<file path="src/rtl/mem_stage_lsu.sv">
// rtl/mem_stage_lsu.sv - EX/MEM + MEM/WB registers, data memory drive, alignment/range check, load extension.
// Optional bypass outputs are compiled in when MEM_FWD_EN is defined.
module mem_stage_lsu #(
   parameter int DMEM_BYTES = 256,
   parameter int ADDR_W     = 32
) (
   input  logic              clk,
   input  logic              rst,
   input  logic              stall,
   input  logic              flush,
   input  logic              ex_valid,
   input  logic [1:0]        ex_mem_r,
   input  logic [1:0]        ex_mem_w,
   input  logic              ex_load_signed,
   input  logic [ADDR_W-1:0] ex_alu_result,
   input  logic [ADDR_W-1:0] ex_store_data,
   input  logic [4:0]        ex_rd,
   input  logic              ex_reg_we,
   output logic              dm_ena,
   output logic              dm_w_ena,
   output logic [1:0]        dm_w,
   output logic [1:0]        dm_r,
   output logic [ADDR_W-1:0] dm_addr,
   output logic [ADDR_W-1:0] dm_wdata,
   input  logic [ADDR_W-1:0] dm_rdata,
   output logic              wb_valid,
   output logic [4:0]        wb_rd,
   output logic              wb_reg_we,
   output logic [ADDR_W-1:0] wb_data,
   output logic              wb_exc,
   output logic [ADDR_W-1:0] wb_badvaddr
`ifdef MEM_FWD_EN
   ,
   output logic              mem_fwd_valid,
   output logic [4:0]        mem_fwd_rd,
   output logic [ADDR_W-1:0] mem_fwd_data,
   output logic              mem_load_use
`endif
);

   localparam logic [1:0] SZ_NONE = 2'b00;
   localparam logic [1:0] SZ_WORD = 2'b01;
   localparam logic [1:0] SZ_HALF = 2'b10;
   localparam logic [1:0] SZ_BYTE = 2'b11;

   logic              mem_valid;
   logic [1:0]        mem_r;
   logic [1:0]        mem_w;
   logic              mem_signed;
   logic [ADDR_W-1:0] mem_alu_result;
   logic [ADDR_W-1:0] mem_store_data;
   logic [4:0]        mem_rd;
   logic              mem_reg_we;

   logic              is_mem;
   logic [1:0]        eff_size;
   logic [1:0]        load_size;
   logic              misaligned;
   logic              out_of_range;
   logic              exc;
   logic [ADDR_W-1:0] load_ext;
   logic [ADDR_W-1:0] wb_data_nxt;

   // EX/MEM register: stall outranks flush, so a flush under stall is dropped
   always_ff @(posedge clk or posedge rst) begin
      if (rst) begin
         mem_valid      <= 1'b0;
         mem_r          <= SZ_NONE;
         mem_w          <= SZ_NONE;
         mem_signed     <= 1'b0;
         mem_alu_result <= '0;
         mem_store_data <= '0;
         mem_rd         <= 5'd0;
         mem_reg_we     <= 1'b0;
      end else if (!stall) begin
         if (flush) begin
            mem_valid      <= 1'b0;
            mem_r          <= SZ_NONE;
            mem_w          <= SZ_NONE;
            mem_signed     <= 1'b0;
            mem_alu_result <= '0;
            mem_store_data <= '0;
            mem_rd         <= 5'd0;
            mem_reg_we     <= 1'b0;
         end else begin
            mem_valid      <= ex_valid;
            mem_r          <= ex_mem_r;
            mem_w          <= ex_mem_w;
            mem_signed     <= ex_load_signed;
            mem_alu_result <= ex_alu_result;
            mem_store_data <= ex_store_data;
            mem_rd         <= ex_rd;
            mem_reg_we     <= ex_reg_we;
         end
      end
   end

   // A store wins over a simultaneous load, so the load size is suppressed
   always_comb begin
      is_mem       = (mem_r != SZ_NONE) || (mem_w != SZ_NONE);
      eff_size     = (mem_w != SZ_NONE) ? mem_w : mem_r;
      load_size    = (mem_w != SZ_NONE) ? SZ_NONE : mem_r;
      misaligned   = ((eff_size == SZ_WORD) && (mem_alu_result[1:0] != 2'b00)) ||
                     ((eff_size == SZ_HALF) && mem_alu_result[0]);
      out_of_range = mem_alu_result >= ADDR_W'(DMEM_BYTES);
      exc          = mem_valid && is_mem && (misaligned || out_of_range);
   end

   // A held store must not write again, hence the stall term on the write enable
   always_comb begin
      dm_ena   = mem_valid && is_mem && !exc;
      dm_w_ena = dm_ena && (mem_w != SZ_NONE) && !stall;
      dm_r     = dm_ena ? load_size : SZ_NONE;
      dm_w     = dm_ena ? mem_w : SZ_NONE;
      dm_addr  = mem_alu_result;
      dm_wdata = '0;
      case (mem_w)
         SZ_BYTE: dm_wdata = {{(ADDR_W-8){1'b0}},  mem_store_data[7:0]};
         SZ_HALF: dm_wdata = {{(ADDR_W-16){1'b0}}, mem_store_data[15:0]};
         SZ_WORD: dm_wdata = mem_store_data;
         default: dm_wdata = '0;
      endcase
   end

   always_comb begin
      load_ext = dm_rdata;
      case (load_size)
         SZ_BYTE: load_ext = {{(ADDR_W-8){mem_signed & dm_rdata[7]}},   dm_rdata[7:0]};
         SZ_HALF: load_ext = {{(ADDR_W-16){mem_signed & dm_rdata[15]}}, dm_rdata[15:0]};
         default: load_ext = dm_rdata;
      endcase
      wb_data_nxt = (load_size != SZ_NONE) ? load_ext : mem_alu_result;
   end

   always_ff @(posedge clk or posedge rst) begin
      if (rst) begin
         wb_valid    <= 1'b0;
         wb_rd       <= 5'd0;
         wb_reg_we   <= 1'b0;
         wb_data     <= '0;
         wb_exc      <= 1'b0;
         wb_badvaddr <= '0;
      end else if (!stall) begin
         wb_valid    <= mem_valid;
         wb_rd       <= mem_rd;
         wb_reg_we   <= mem_reg_we && mem_valid && !exc;
         wb_data     <= wb_data_nxt;
         wb_exc      <= exc;
         wb_badvaddr <= exc ? mem_alu_result : '0;
      end
   end

`ifdef MEM_FWD_EN
   // Loads cannot forward from here; the hazard unit stalls on mem_load_use instead
   assign mem_fwd_valid = mem_valid && mem_reg_we && (mem_r == SZ_NONE) && (mem_rd != 5'd0);
   assign mem_fwd_rd    = mem_rd;
   assign mem_fwd_data  = mem_alu_result;
   assign mem_load_use  = mem_valid && (mem_r != SZ_NONE) && (mem_rd != 5'd0);
`endif

endmodule

</file>
<file path="config.mk">
export PLATFORM = sky130hd
export DESIGN_NAME = mem_stage_lsu
export DESIGN_NICKNAME = d
export VERILOG_FILES = /design/src/rtl/mem_stage_lsu.sv
export SDC_FILE = /design/constraint.sdc
export NUM_CORES = 1
export LEC_CHECK = 0
export ABC_AREA = 0
export CORE_MARGIN = 8
export CORE_UTILIZATION = 45
export DETAILED_ROUTE_END_ITERATION = 6
export PLACE_DENSITY = 0.94
export SETUP_SLACK_MARGIN = 0.05
export SLEW_MARGIN = 5
export SYNTH_ARGS = -nofsm -noshare
export SYNTH_HDL_FRONTEND = slang
export SYNTH_SLANG_ARGS = --single-unit
</file>
<file path="constraint.sdc">
create_clock -name clk -period 8.59 [get_ports clk]
set_clock_uncertainty 0.2 [all_clocks]
set_input_delay 1.2885 -clock clk [delete_from_list [all_inputs] [get_ports clk]]
set_output_delay 1.2885 -clock clk [all_outputs]
set_load 0.01 [all_outputs]
</file>
== Yosys cells after proc, flatten, opt, wreduce, memory -nomap -nowiden ==
Cells that the tools add are included.
W data, S select, Z words.

* Bits in registers: 148
* Input port bits: 112
* Output and inout port bits: 142
* Word-level logic and storage cells: 58

* $lt $le $gt $ge: 1
* Equality and inequality tests: 7
* Multiplexer cells: 16
* Bitwise gates (word level): 2
* Reduce and logical (&&, ||, !) cells: 18

{| class="wikitable"
|+ Operator list
! operator !! count
|-
| $mux W32 || 4
|-
| $pmux W32 S3 || 1
|-
| $pmux W32 S2 || 1
|-
| $ge A32 B9 Y1 const B || 1
|-
| $mux W2 || 6
|-
| $eq A2 B2 Y1 const B || 5
|-
| $logic_and A1 B1 Y1 || 9
|-
| $reduce_bool A2 Y1 || 4
|-
| $mux W5 || 1
|-
| $eq A2 B1 Y1 const B || 2
|-
| $logic_or A1 B1 Y1 || 3
|-
| $mux W1 || 3
|-
| $and A1 B1 Y1 || 2
|-
| $logic_not A1 Y1 || 2
|}

== Longest topological paths before layout ==
* Depth after elaboration: 11
* Depth in mapped cells: 7
* Mapped depth without buffers: 4

== Least setup slack after synthesis ==
No wires, ideal clock.

* Kind: input -> output
* From: input port stall
* To: output port dm_w_ena
* Data arrival time: 1886 ps
* Data required time: 7102 ps
* Setup slack: 5215 ps
* Stages: 3
* Buffers on the path: 2
* Cells stage by stage: buf_6 buf_2 nor4b_4

* Word-level cells in the longest chain between the ends: 2

{| class="wikitable"
|+ Ends and longest elaborated chain
! element !! RTL line !! text
|-
| from (decl) || 9 || <nowiki>input logic stall,</nowiki>
|-
| $logic_not A1 Y1 || - ||
|-
| $logic_and A1 B1 Y1 || 112 || <nowiki>dm_w_ena = dm_ena && (mem_w != SZ_NONE) && !stall;</nowiki>
|-
| to (decl) || 20 || <nowiki>output logic dm_w_ena,</nowiki>
|}

Every way passes these cells.

== Final worst setup path ==
* From: register mem_w[1]
* To: output port dm_w_ena

* Word-level cells in the longest chain between the ends: 11
* Elaborated cells on any way between the ends: 15
* Those cells by class: 2 x eq/ne; 1 x mux; 12 x reduce/logical

{| class="wikitable"
|+ Ends and longest elaborated chain
! element !! RTL line !! text
|-
| from (decl) || 48 || <nowiki>logic [1:0] mem_w;</nowiki>
|-
| from (signal assigned) || 88 || <nowiki>mem_w <= ex_mem_w;</nowiki>
|-
| $reduce_bool A2 Y1 || 100, 101, 112 ||
|-
| $mux W2 || 101 || <nowiki>eff_size = (mem_w != SZ_NONE) ? mem_w : mem_r;</nowiki>
|-
| $eq A2 B1 Y1 / $eq A2 B2 Y1 (equally long branches) || 103, 104 ||
|-
| $logic_and A1 B1 Y1 (on tied branches) || 103, 104 ||
|-
| $logic_or A1 B1 Y1 || 103 || <nowiki>misaligned = ((eff_size == SZ_WORD) && (mem_alu_result[1:0] != 2'b00)) ||</nowiki>
|-
| $logic_or A1 B1 Y1 || 106 || <nowiki>exc = mem_valid && is_mem && (misaligned || out_of_range);</nowiki>
|-
| $logic_and A1 B1 Y1 || 106 ||
|-
| $logic_not A1 Y1 || 111 || <nowiki>dm_ena = mem_valid && is_mem && !exc;</nowiki>
|-
| $logic_and A1 B1 Y1 || 111 ||
|-
| $logic_and A1 B1 Y1 (*) (2 in series) || 112 ||
|}

Mark *: on every way between the ends. The rest lies on a longest branch, timed or not.

==> flow_summary.ini <==
[cts]
cts.sink_count = 148
cts_made_buffers = 17
cts-root-buf = clkbuf_16
cts_resized = 0
cts_setup_buffers = 0
h-tree-depth = 4
ctsHoldBuffers = 0
path_clk_slew_ns = 0.06
clkLatencyLatePin_ns = 0.41
cts_tree = yes
cts_buffer_depth = 2

[yosys]
yosysWarnings = 0
yosysSeqAreaShare = 0.586
synth.avg_cell_area_um2 = 10.9
synth_seq_cells = 148
synth_top_family_by_area = compound AO/OA/AOI/OAI gates
synthAdderAreaFrac = 0
synthXorXnorAreaFrac = 0.00139
synth.area.mux_share = 0.0107
synth-simple-area-share = 0.138
netlist_instances = 578
synth_area_mm2 = 0.00632
synth_nets = 690
ys_types = 37
synth_compound_area_frac = 0.220

[final_layout]
final_common_cell = clkdlybuf4s50_1
layout.filler_cells = 1030
area_delta_synth_final_pct = 50.6
diodes = 0
drive_above_1_share = 0.0707
fin_util = 0.691
mostFrequentLayoutCells = 252 x clkdlybuf4s50_1, 148 x dfrtp_1, 75 x a22o_1, 71 x nand2_1, 40 x a21oi_1
instances_no_fill = 1000
nets = 920
final_area_mm2 = 0.00952

[timing]
drv_slew = 0
setup_viol = 0
finalHoldViolCount = 0
rsz0062_at_grt = no
post-route-period-util = 0.586
setup_ws_ns = 3.55
fin_tns_setup_ns = 0
holdWs_ns = 0.282
clock.fmax_mhz = 199
relSlewSlack = 0.394
fin_crit_ns = 5.04
tightest_slew_ns = 0.908

[global_routing]
grt_max_degree = 120
grt_pass1_wl_um = 32300
overflow = 0
antenna_found_initial = 0
grt_use_total = 0.230
first_global_vias = 5752

[critical_path]
crit_path_end_kind = output pin
path_class = register to output pin
critPathRequiredTime_ns = 7.10
start_kind = register
cp_data_arrival_time_ns = 3.55
critical_path.max_fanout = 16

[placed_design]
portBuffers = 253
gp_congestion = 0.866
dpl-instance-area_mm2 = 0.00892
detailed_place_hpwl_um = 14600
dp_cells = 969
pre_cts_slack_ns = 4.03

[detailed_routing]
wirelength_um = 20500
wire_per_inst_um = 20.5
via_per_inst = 5.51
firstDrtPassIters = 5
drc = 0
vias = 5507
drtIter0Drc = 358
postRouteAntennaNets = 0

[power_and_ir_drop]
p_leak_nw = 4.08
power_density_mw_per_mm2 = 201
power.total_mw = 1.91
ir_drop_uv = 134

[floorplanning]
rows = 43
die_x_um = 134
num_io_pins = 254
start_util = 0.459
fp.dieH_um = 134
core_area_mm2 = 0.0138
fp.dieArea_mm2 = 0.0181

[status]
status = completed

[worst_hold_path]
hold_class = register to register

[job]
max_cap_viol_count = 0
[flip-flops by register name, indices dropped and copies added (netlist names), 2 cells and up]
| register | flops |
|---|---|
| dm_addr | 32 |
| mem_r | 2 |
| mem_rd | 5 |
| mem_store_data | 32 |
| mem_w | 2 |
| wb_badvaddr | 32 |
| wb_data | 32 |
| wb_rd | 5 |
[logic make-up after synthesis]
group	count (synthesis)
buffers and inverters	59
AOI/OAI and AO/OA	191
DFF	148
and+or+nand+nor	173
muxes	6
xor gates and xnor gates	1
[power breakdown]
part           internal, mW  total, mW  switching [mW]  leakage [nW]
clock network         0.475      0.751           0.276         0.294
logic                 0.191      0.358           0.167          1.84
registers             0.758      0.804          0.0454          1.95
total                  1.42       1.91           0.488          4.08
[critical path: stages (launching register included)]
cell and delay (ns):
dfrtp_1 0.53, nand4bb_1 0.63, a21boi_4 0.33, a311oi_4 0.76, nor4b_4 0.31, clkdlybuf4s50_1 0.57
[final timing paths]
kind | startpoint | end | slack (ns) | cells after the start
max in group asynchronous | rst | mem_store_data[3]$_DFFE_PP0N_ | 5.63 | 3
setup / recovery | mem_w[1]$_DFFE_PP0N_ | dm_w_ena | 3.55 | 5
min in group asynchronous | rst | wb_data[11]$_DFFE_PP0N_ | 1.16 | 2
setup reg to reg | mem_w[1]$_DFFE_PP0N_ | wb_badvaddr[7]$_DFFE_PP0N_ | 5.82 | 4
hold reg to reg | wb_data[8]$_DFFE_PP0N_ | wb_data[8]$_DFFE_PP0N_ | 0.28 | 2
hold / removal | wb_data[8]$_DFFE_PP0N_ | wb_data[8]$_DFFE_PP0N_ | 0.28 | 2
[layout make-up]
| cell class | instances | area [µm²] | share of cell area |
|---|---|---|---|
| clock inverters | 10 | 130 | 0.0137 |
| clock buffers | 21 | 470 | 0.0494 |
| well taps | 180 | 225 | 0.0237 |
| repair buffers | 260 | 2590 | 0.272 |
| flip-flops and latches | 148 | 3700 | 0.389 |
| inverters | 10 | 42.5 | 0.00447 |
| multi-input cells | 371 | 2360 | 0.248 |
[synthesized netlist by cell type (all sizes together)]
cell type / count / share of area
nand2b: 25 / 0.025
o31ai: 26 / 0.032
inv: 10 / 0.0059
a21boi: 2 / 0.0042
a21o: 1 / 0.0014
o41ai: 8 / 0.011
nor4b: 1 / 0.0038
nand4: 1 / 0.00099
o221ai: 1 / 0.0014
and3: 2 / 0.0020
clkbuf: 33 / 0.020
mux2: 6 / 0.011
dfrtp: 148 / 0.59
and2b: 1 / 0.0014
buf: 16 / 0.018
a22o: 76 / 0.11
nor4: 6 / 0.0059
and2: 26 / 0.026
a21oi: 40 / 0.032
and3b: 1 / 0.0014
o21ai: 35 / 0.028
a311oi: 1 / 0.0042
and4: 2 / 0.0032
xor2: 1 / 0.0014
nand2: 71 / 0.042
o211ai: 1 / 0.0012
nor2: 27 / 0.016
nand4bb: 1 / 0.0018
or2: 1 / 0.00099
nor2b: 8 / 0.0079
[metal layers]
| layer | GRT usage | part of all wire | vias to the layer above |
|---|---|---|---|
| li1 | - | - | 2518 |
| met1 | 0.273 | 0.40 | 2662 |
| met2 | 0.358 | 0.47 | 268 |
| met3 | 0.0776 | 0.086 | 59 |
| met4 | 0.137 | 0.049 | 0 |
| met5 | 0 | 0 | - |
Power figures use the tool's default switching activity.
